**src/rtl/coherency_snoop_if.sv**
```systemverilog
// coherency_snoop_if: snoop request, cache coherence port and writeback beat signals.
// The controller uses the slave modport. The bus/cache side uses master.
interface coherency_snoop_if #(
   parameter int N_SETS     = 16,
   parameter int BLOCK_SIZE = 2
);
   localparam int SET_W  = $clog2(N_SETS);
   localparam int WORD_W = (BLOCK_SIZE > 1) ? $clog2(BLOCK_SIZE) : 1;
   logic              snoop_req;
   logic              snoop_inv;
   logic [31:0]       snoop_addr;
   logic              snoop_ack;
   logic              snoop_hit;
   logic              snoop_dirty;
   logic [SET_W-1:0]  set_sel;
   logic [WORD_W-1:0] word_sel;
   logic [1:0]        state_transfer;
   logic              cc_update;
   logic              valid;
   logic              exclusive;
   logic              dirty;
   logic [31:0]       requested_data;
   logic              wb_valid;
   logic [31:0]       wb_data;
   logic              wb_ready;
   modport slave (
      input  snoop_req, snoop_inv, snoop_addr, valid, exclusive, dirty, requested_data, wb_ready,
      output snoop_ack, snoop_hit, snoop_dirty, set_sel, word_sel, state_transfer, cc_update,
             wb_valid, wb_data
   );
   modport master (
      output snoop_req, snoop_inv, snoop_addr, valid, exclusive, dirty, requested_data, wb_ready,
      input  snoop_ack, snoop_hit, snoop_dirty, set_sel, word_sel, state_transfer, cc_update,
             wb_valid, wb_data
   );
endinterface

```
**src/rtl/coherency_snoop_ctrl.sv**
```systemverilog
// coherency_snoop_ctrl: snoop-side MESI controller that looks up a line, writes it back if it is dirty,
// commands the cache state change and then acknowledges the snoop.
module coherency_snoop_ctrl #(
   parameter int N_SETS     = 16,
   parameter int BLOCK_SIZE = 2
) (
   input logic CLK,
   input logic RST,
   coherency_snoop_if.slave bus
);
   localparam int SET_W  = $clog2(N_SETS);
   localparam int WORD_W = (BLOCK_SIZE > 1) ? $clog2(BLOCK_SIZE) : 1;
   localparam logic [WORD_W-1:0] LAST_BEAT = WORD_W'(BLOCK_SIZE - 1);
   localparam logic [1:0] SHARED  = 2'd2;
   localparam logic [1:0] INVALID = 2'd3;

   typedef enum logic [2:0] {IDLE, LOOKUP, WB, UPDATE, RESP} state_t;

   state_t            state_q, state_d;
   logic [SET_W-1:0]  set_q, set_d;
   logic [WORD_W-1:0] beat_q, beat_d;
   logic [1:0]        st_q, st_d;
   logic              inv_q, inv_d;
   logic              hit_q, hit_d;
   logic              dirty_q, dirty_d;
   logic              unused_in;

   // E and S lines take the same transition, so the exclusive bit is not needed.
   assign unused_in = ^{bus.snoop_addr, bus.exclusive};

   always_ff @(posedge CLK) begin
      if (RST) begin
         state_q <= IDLE;
         set_q   <= '0;
         beat_q  <= '0;
         st_q    <= INVALID;
         inv_q   <= 1'b0;
         hit_q   <= 1'b0;
         dirty_q <= 1'b0;
      end else begin
         state_q <= state_d;
         set_q   <= set_d;
         beat_q  <= beat_d;
         st_q    <= st_d;
         inv_q   <= inv_d;
         hit_q   <= hit_d;
         dirty_q <= dirty_d;
      end
   end

   always_comb begin
      state_d = state_q;
      set_d   = set_q;
      beat_d  = beat_q;
      st_d    = st_q;
      inv_d   = inv_q;
      hit_d   = hit_q;
      dirty_d = dirty_q;
      case (state_q)
         IDLE: if (bus.snoop_req) begin
            set_d   = bus.snoop_addr[2+WORD_W +: SET_W];
            inv_d   = bus.snoop_inv;
            state_d = LOOKUP;
         end
         LOOKUP: begin
            hit_d   = bus.valid;
            dirty_d = bus.valid & bus.dirty;
            beat_d  = '0;
            state_d = !bus.valid ? RESP : bus.dirty ? WB : UPDATE;
         end
         WB: if (bus.wb_ready) begin
            beat_d  = beat_q + 1'b1;
            state_d = (beat_q == LAST_BEAT) ? UPDATE : WB;
         end
         UPDATE: begin
            st_d    = inv_q ? INVALID : SHARED;
            state_d = RESP;
         end
         RESP:    state_d = IDLE;
         default: state_d = IDLE;
      endcase
   end

   assign bus.set_sel        = set_q;
   assign bus.word_sel       = (state_q == WB) ? beat_q : '0;
   assign bus.wb_valid       = (state_q == WB);
   assign bus.wb_data        = (state_q == WB) ? bus.requested_data : '0;
   assign bus.cc_update      = (state_q == UPDATE);
   assign bus.state_transfer = (state_q == UPDATE) ? st_d : st_q;
   assign bus.snoop_ack      = (state_q == RESP);
   assign bus.snoop_hit      = (state_q == RESP) & hit_q;
   assign bus.snoop_dirty    = (state_q == RESP) & dirty_q;
endmodule

```
**src/flat_wrapper.sv**
```systemverilog
// flat-port wrapper written by rule: the top's interface ports become plain ports
module coherency_snoop_ctrl_flat 
#(
   parameter int N_SETS     = 16,
   parameter int BLOCK_SIZE = 2
)
  (CLK, RST, bus_snoop_req, bus_snoop_inv, bus_snoop_addr, bus_valid, bus_exclusive, bus_dirty, bus_requested_data, bus_wb_ready, bus_snoop_ack, bus_snoop_hit, bus_snoop_dirty, bus_set_sel, bus_word_sel, bus_state_transfer, bus_cc_update, bus_wb_valid, bus_wb_data);
  coherency_snoop_if #(.N_SETS(N_SETS), .BLOCK_SIZE(BLOCK_SIZE)) bus_i ();
  input logic CLK;
  input logic RST;
  input wire logic [$bits(bus_i.snoop_req)-1:0] bus_snoop_req;
  input wire logic [$bits(bus_i.snoop_inv)-1:0] bus_snoop_inv;
  input wire logic [$bits(bus_i.snoop_addr)-1:0] bus_snoop_addr;
  input wire logic [$bits(bus_i.valid)-1:0] bus_valid;
  input wire logic [$bits(bus_i.exclusive)-1:0] bus_exclusive;
  input wire logic [$bits(bus_i.dirty)-1:0] bus_dirty;
  input wire logic [$bits(bus_i.requested_data)-1:0] bus_requested_data;
  input wire logic [$bits(bus_i.wb_ready)-1:0] bus_wb_ready;
  output wire logic [$bits(bus_i.snoop_ack)-1:0] bus_snoop_ack;
  output wire logic [$bits(bus_i.snoop_hit)-1:0] bus_snoop_hit;
  output wire logic [$bits(bus_i.snoop_dirty)-1:0] bus_snoop_dirty;
  output wire logic [$bits(bus_i.set_sel)-1:0] bus_set_sel;
  output wire logic [$bits(bus_i.word_sel)-1:0] bus_word_sel;
  output wire logic [$bits(bus_i.state_transfer)-1:0] bus_state_transfer;
  output wire logic [$bits(bus_i.cc_update)-1:0] bus_cc_update;
  output wire logic [$bits(bus_i.wb_valid)-1:0] bus_wb_valid;
  output wire logic [$bits(bus_i.wb_data)-1:0] bus_wb_data;
  assign bus_i.snoop_req = bus_snoop_req;
  assign bus_i.snoop_inv = bus_snoop_inv;
  assign bus_i.snoop_addr = bus_snoop_addr;
  assign bus_i.valid = bus_valid;
  assign bus_i.exclusive = bus_exclusive;
  assign bus_i.dirty = bus_dirty;
  assign bus_i.requested_data = bus_requested_data;
  assign bus_i.wb_ready = bus_wb_ready;
  assign bus_snoop_ack = bus_i.snoop_ack;
  assign bus_snoop_hit = bus_i.snoop_hit;
  assign bus_snoop_dirty = bus_i.snoop_dirty;
  assign bus_set_sel = bus_i.set_sel;
  assign bus_word_sel = bus_i.word_sel;
  assign bus_state_transfer = bus_i.state_transfer;
  assign bus_cc_update = bus_i.cc_update;
  assign bus_wb_valid = bus_i.wb_valid;
  assign bus_wb_data = bus_i.wb_data;
  coherency_snoop_ctrl #(.N_SETS(N_SETS), .BLOCK_SIZE(BLOCK_SIZE)) u_core (.CLK(CLK), .RST(RST), .bus(bus_i));
endmodule
```
**config.mk**
```make
export PLATFORM = sky130hd
export DESIGN_NAME = coherency_snoop_ctrl_flat
export DESIGN_NICKNAME = d
export VERILOG_FILES = /design/src/rtl/coherency_snoop_if.sv /design/src/rtl/coherency_snoop_ctrl.sv /design/src/flat_wrapper.sv
export SDC_FILE = /design/constraint.sdc
export NUM_CORES = 1
export LEC_CHECK = 0
export CAP_MARGIN = 20
export CORE_MARGIN = 1.5
export CORE_UTILIZATION = 26
export CTS_BUF_LIST = sky130_fd_sc_hd__clkbuf_8
export CTS_CLUSTER_DIAMETER = 60
export DETAILED_ROUTE_END_ITERATION = 12
export GPL_TIMING_DRIVEN = 0
export HOLD_SLACK_MARGIN = 0.03
export PLACE_DENSITY = 0.85
export SLEW_MARGIN = 20
export SYNTH_ARGS = -nofsm -noshare
export SYNTH_HDL_FRONTEND = slang
export SYNTH_SLANG_ARGS = --single-unit
```
**constraint.sdc**
```tcl
create_clock -name CLK -period 2.9 [get_ports CLK]
set_input_delay 0.58 -clock CLK [delete_from_list [all_inputs] [get_ports CLK]]
set_output_delay 0.58 -clock CLK [all_outputs]
set_load 0.05 [all_outputs]
```
==> results by group <==
STA
  – Final hold vios: 0
  – Unrepaired setup endpoints after global routing: no
  – Post-route setup TNS: 0 ps
  – Endpoints failing setup: 0
  – Max frequency: 359 MHz
  – Slew Limit Headroom: 0.652
  – Min Tclk post-route: 2790 ps
  – Skew final: 1.22 ps
  – Worst Tran Pin Value: 523 ps
  – Post-route clock period utilization: 0.961
  – Max Slew Vio Count: 0

Place
  – # port buffers: 86
  – Routability Congestion: 0.831
  – Hpwl dp: 2.36 mm
  – Dpl cell area: 1730 um2

Global route
  – Total GRT Usage: 0.159
  – Antenna violations before repair: 0
  – GRT overflow: 0
  – First-pass GRT wire length: 4.26 mm
  – Largest net degree at the start of global routing: 11
  – Vias in the first global route: 902

Clock tree
  – # H-tree levels: 1
  – CTS root buffer: clkbuf_8
  – Clock sinks: 13
  – Longest Clk Path Bufs: 2
  – Skew-Pair Late Insertion Delay: 230 ps
  – CTS tree: done
  – CTS Buf Count: 3
  – Clock Pin Slew Worst Setup and Hold Paths: 50 ps

Route
  – Vias per inst: 4.24
  – Vias: 980
  – WL final: 2.85 mm
  – Drc violations: 0
  – Starting DRT DRC Count: 19
  – WL/cell: 12.4 um
  – Pre-antenna DRT Iters: 4
  – Final ANT Viol Nets: 0

Setup path
  – FF-to-FF path depth: 4
  – Critical path arrival: 2210 ps
  – Crit Path Category: reg2out
  – Largest stage delay on the critical path: 790 ps
  – Bufs and invs on worst path: 3
  – Setup crit start: u_core.state_q[0]
  – Delay-heaviest family, CP: buffers and inverters
  – Worst endpoint required time: 2320 ps
  – CP Depth: 5
  – Crit-path max FO: 10
  – Critical Path Sink Type: output pin
  – Startpoint types: flop
  – CP max-delay cell: clkdlybuf4s50_1
  – Worst reg2reg path startpoint: u_core.state_q[0]
  – Worst path cell trace: buf_6, nor3b_2, buf_2, and2_1, clkdlybuf4s50_1

Yosys
  – Seq/Total Area, Yosys: 0.319
  – Syn nets: 169
  – Synth warnings: 0
  – Mapped Avg Cell Area: 8.41 um2
  – Cells after Synth: 97
  – Cell Area, Synth: 816 um2
  – Post-synth cell types: 24
  – #FFs+latches synth: 13

Die
  – Initial Utilization: 0.269
  – IO Count: 116
  – Die width: 59.0 um
  – Die area: 3480 um2
  – Core Footprint: 3030 um2
  – FP Rows: 20
  – Die height: 59.0 um

Final layout
  – Share of cells above drive strength 1: 0.0642
  – Fillers: 263
  – Area of the multi-input gates: 494 um2
  – Layout area overhead: 120%
  – Core Util, Final: 0.593
  – Finished Cell Area: 1790 um2
  – Diode count: 0
  – Sequential standard cell area: 260 um2
  – Nets@finish: 260

Power and ir drop
  – Design Power: 0.573 mW
  – Pwr per Cell Area: 319 nW/um2
  – Leakage: 0.968 nW
  – Worst IR Drop VDD: 0.319 mV

Flow run
  – Max-cap violations: 0

Min path
  – HP Start: u_core.dirty_q
  – WHS Path Cells: 2
  – Hold WC Path Type: reg2reg

Status
  – Status: completed
## per-stage QoR
| stage | hold slack [ps] | std cells | worst slack (ps) |
|---|---|---|---|
| after CTS | 479 | 231 | 4.04 |
| after global routing | 517 | 231 | 3.13 |
| after floorplan | 445 | 97 | 69.9 |
| final | 481 | 231 | 112 |
| after global placement | 466 | 227 | 256 |
| after detailed placement | 468 | 227 | 195 |
## layer usage
layer	track usage	routed length, um
met4	0.0260	8
met2	0.283	1380
met3	0.0393	223
met5	0	0
met1	0.198	1240
## cells in the mapped netlist, drive strengths merged
cell     instances  area share
a2111oi          1       0.011
a211oi           1      0.0092
a21oi            5       0.031
and2            35        0.27
buf              4       0.043
clkbuf           3       0.014
dfxtp           13        0.32
inv              4       0.018
mux2             2       0.028
mux2i            6       0.074
nand2            1      0.0046
nand2b           2       0.015
nand3            1      0.0061
nand3b           1      0.0092
nor2             6       0.028
nor3b            4       0.043
nor4b            2       0.040
o21ai            4       0.025
or2              2       0.015
## cell usage in the layout, fill, tap and decap left out, drive strengths merged, types with 2 or more instances in the layout
master / synthesis / final
clkdlybuf4s50: 0 / 61
and2: 35 / 35
dlymetal6s2s: 0 / 13
dfxtp: 13 / 13
dlygate4sd2: 0 / 12
nor2: 6 / 6
mux2i: 6 / 6
clkbuf: 3 / 6
inv: 4 / 5
a21oi: 5 / 5
o21ai: 4 / 4
nor3b: 4 / 4
buf: 4 / 4
mux2: 2 / 2
nand2b: 2 / 2
nor4b: 2 / 2
or2: 2 / 2
## tightest hold or removal path, stage by stage (launching register included)
cell and delay [ps]:
dfxtp_1 300, o21ai_0 70, a21oi_1 60
## cell families (layout without fill, tap and decap cells)
family / count (synthesis) / after routing / synth area share
flip-flops: 13 / 13 / 0.319
AO/OA/AOI/OAI: 11 / 11 / 0.0752
buffers and inverters: 11 / 101 / 0.0751
multiplexers: 8 / 8 / 0.101
AND/OR/NAND/NOR: 54 / 54 / 0.429
## area by class of cell
cell class                      count  area share
Sequential cell                    13       0.145
Clock inverter                      1     0.00209
Inverter                            4     0.00837
Tap cell                           44      0.0307
Timing Repair Buffer               86       0.490
Multi-Input combinational cell     73       0.275
Buffer                              7      0.0258
Clock buffer                        3      0.0230
## path summary, 6_finish.rpt
| path | to | slack [ps] |
|---|---|---|
| setup / recovery | bus_wb_data[16] | 110 |
| hold reg to reg | u_core.dirty_q | 480 |
| hold / removal | u_core.dirty_q | 480 |
| setup reg to reg | u_core.bus.set_sel[0] | 1550 |
## repair_timing
item | 4_1_cts | 5_1_grt
cloned | 0 | 0
resized for setup | 12 | 13
endpoints found under the setup margin | 12 | 13
buffers inserted | 0 | 0
hold buffers | 0 | 0
## report_power, final
group,switching [mW],internal (mW),total [mW]
Sequential,0.00545,0.189,0.195
Combinational,0.119,0.108,0.228
Clock,0.0572,0.0930,0.150
## sequential cells by signal, summed over array words and instances, names as in the netlist
register	flops
u_core.beat_q	1
u_core.bus.set_sel	4
u_core.dirty_q	1
u_core.hit_q	1
u_core.inv_q	1
u_core.st_q	2
u_core.state_q	3
Note: power is estimated with default switching activity, not from simulation.
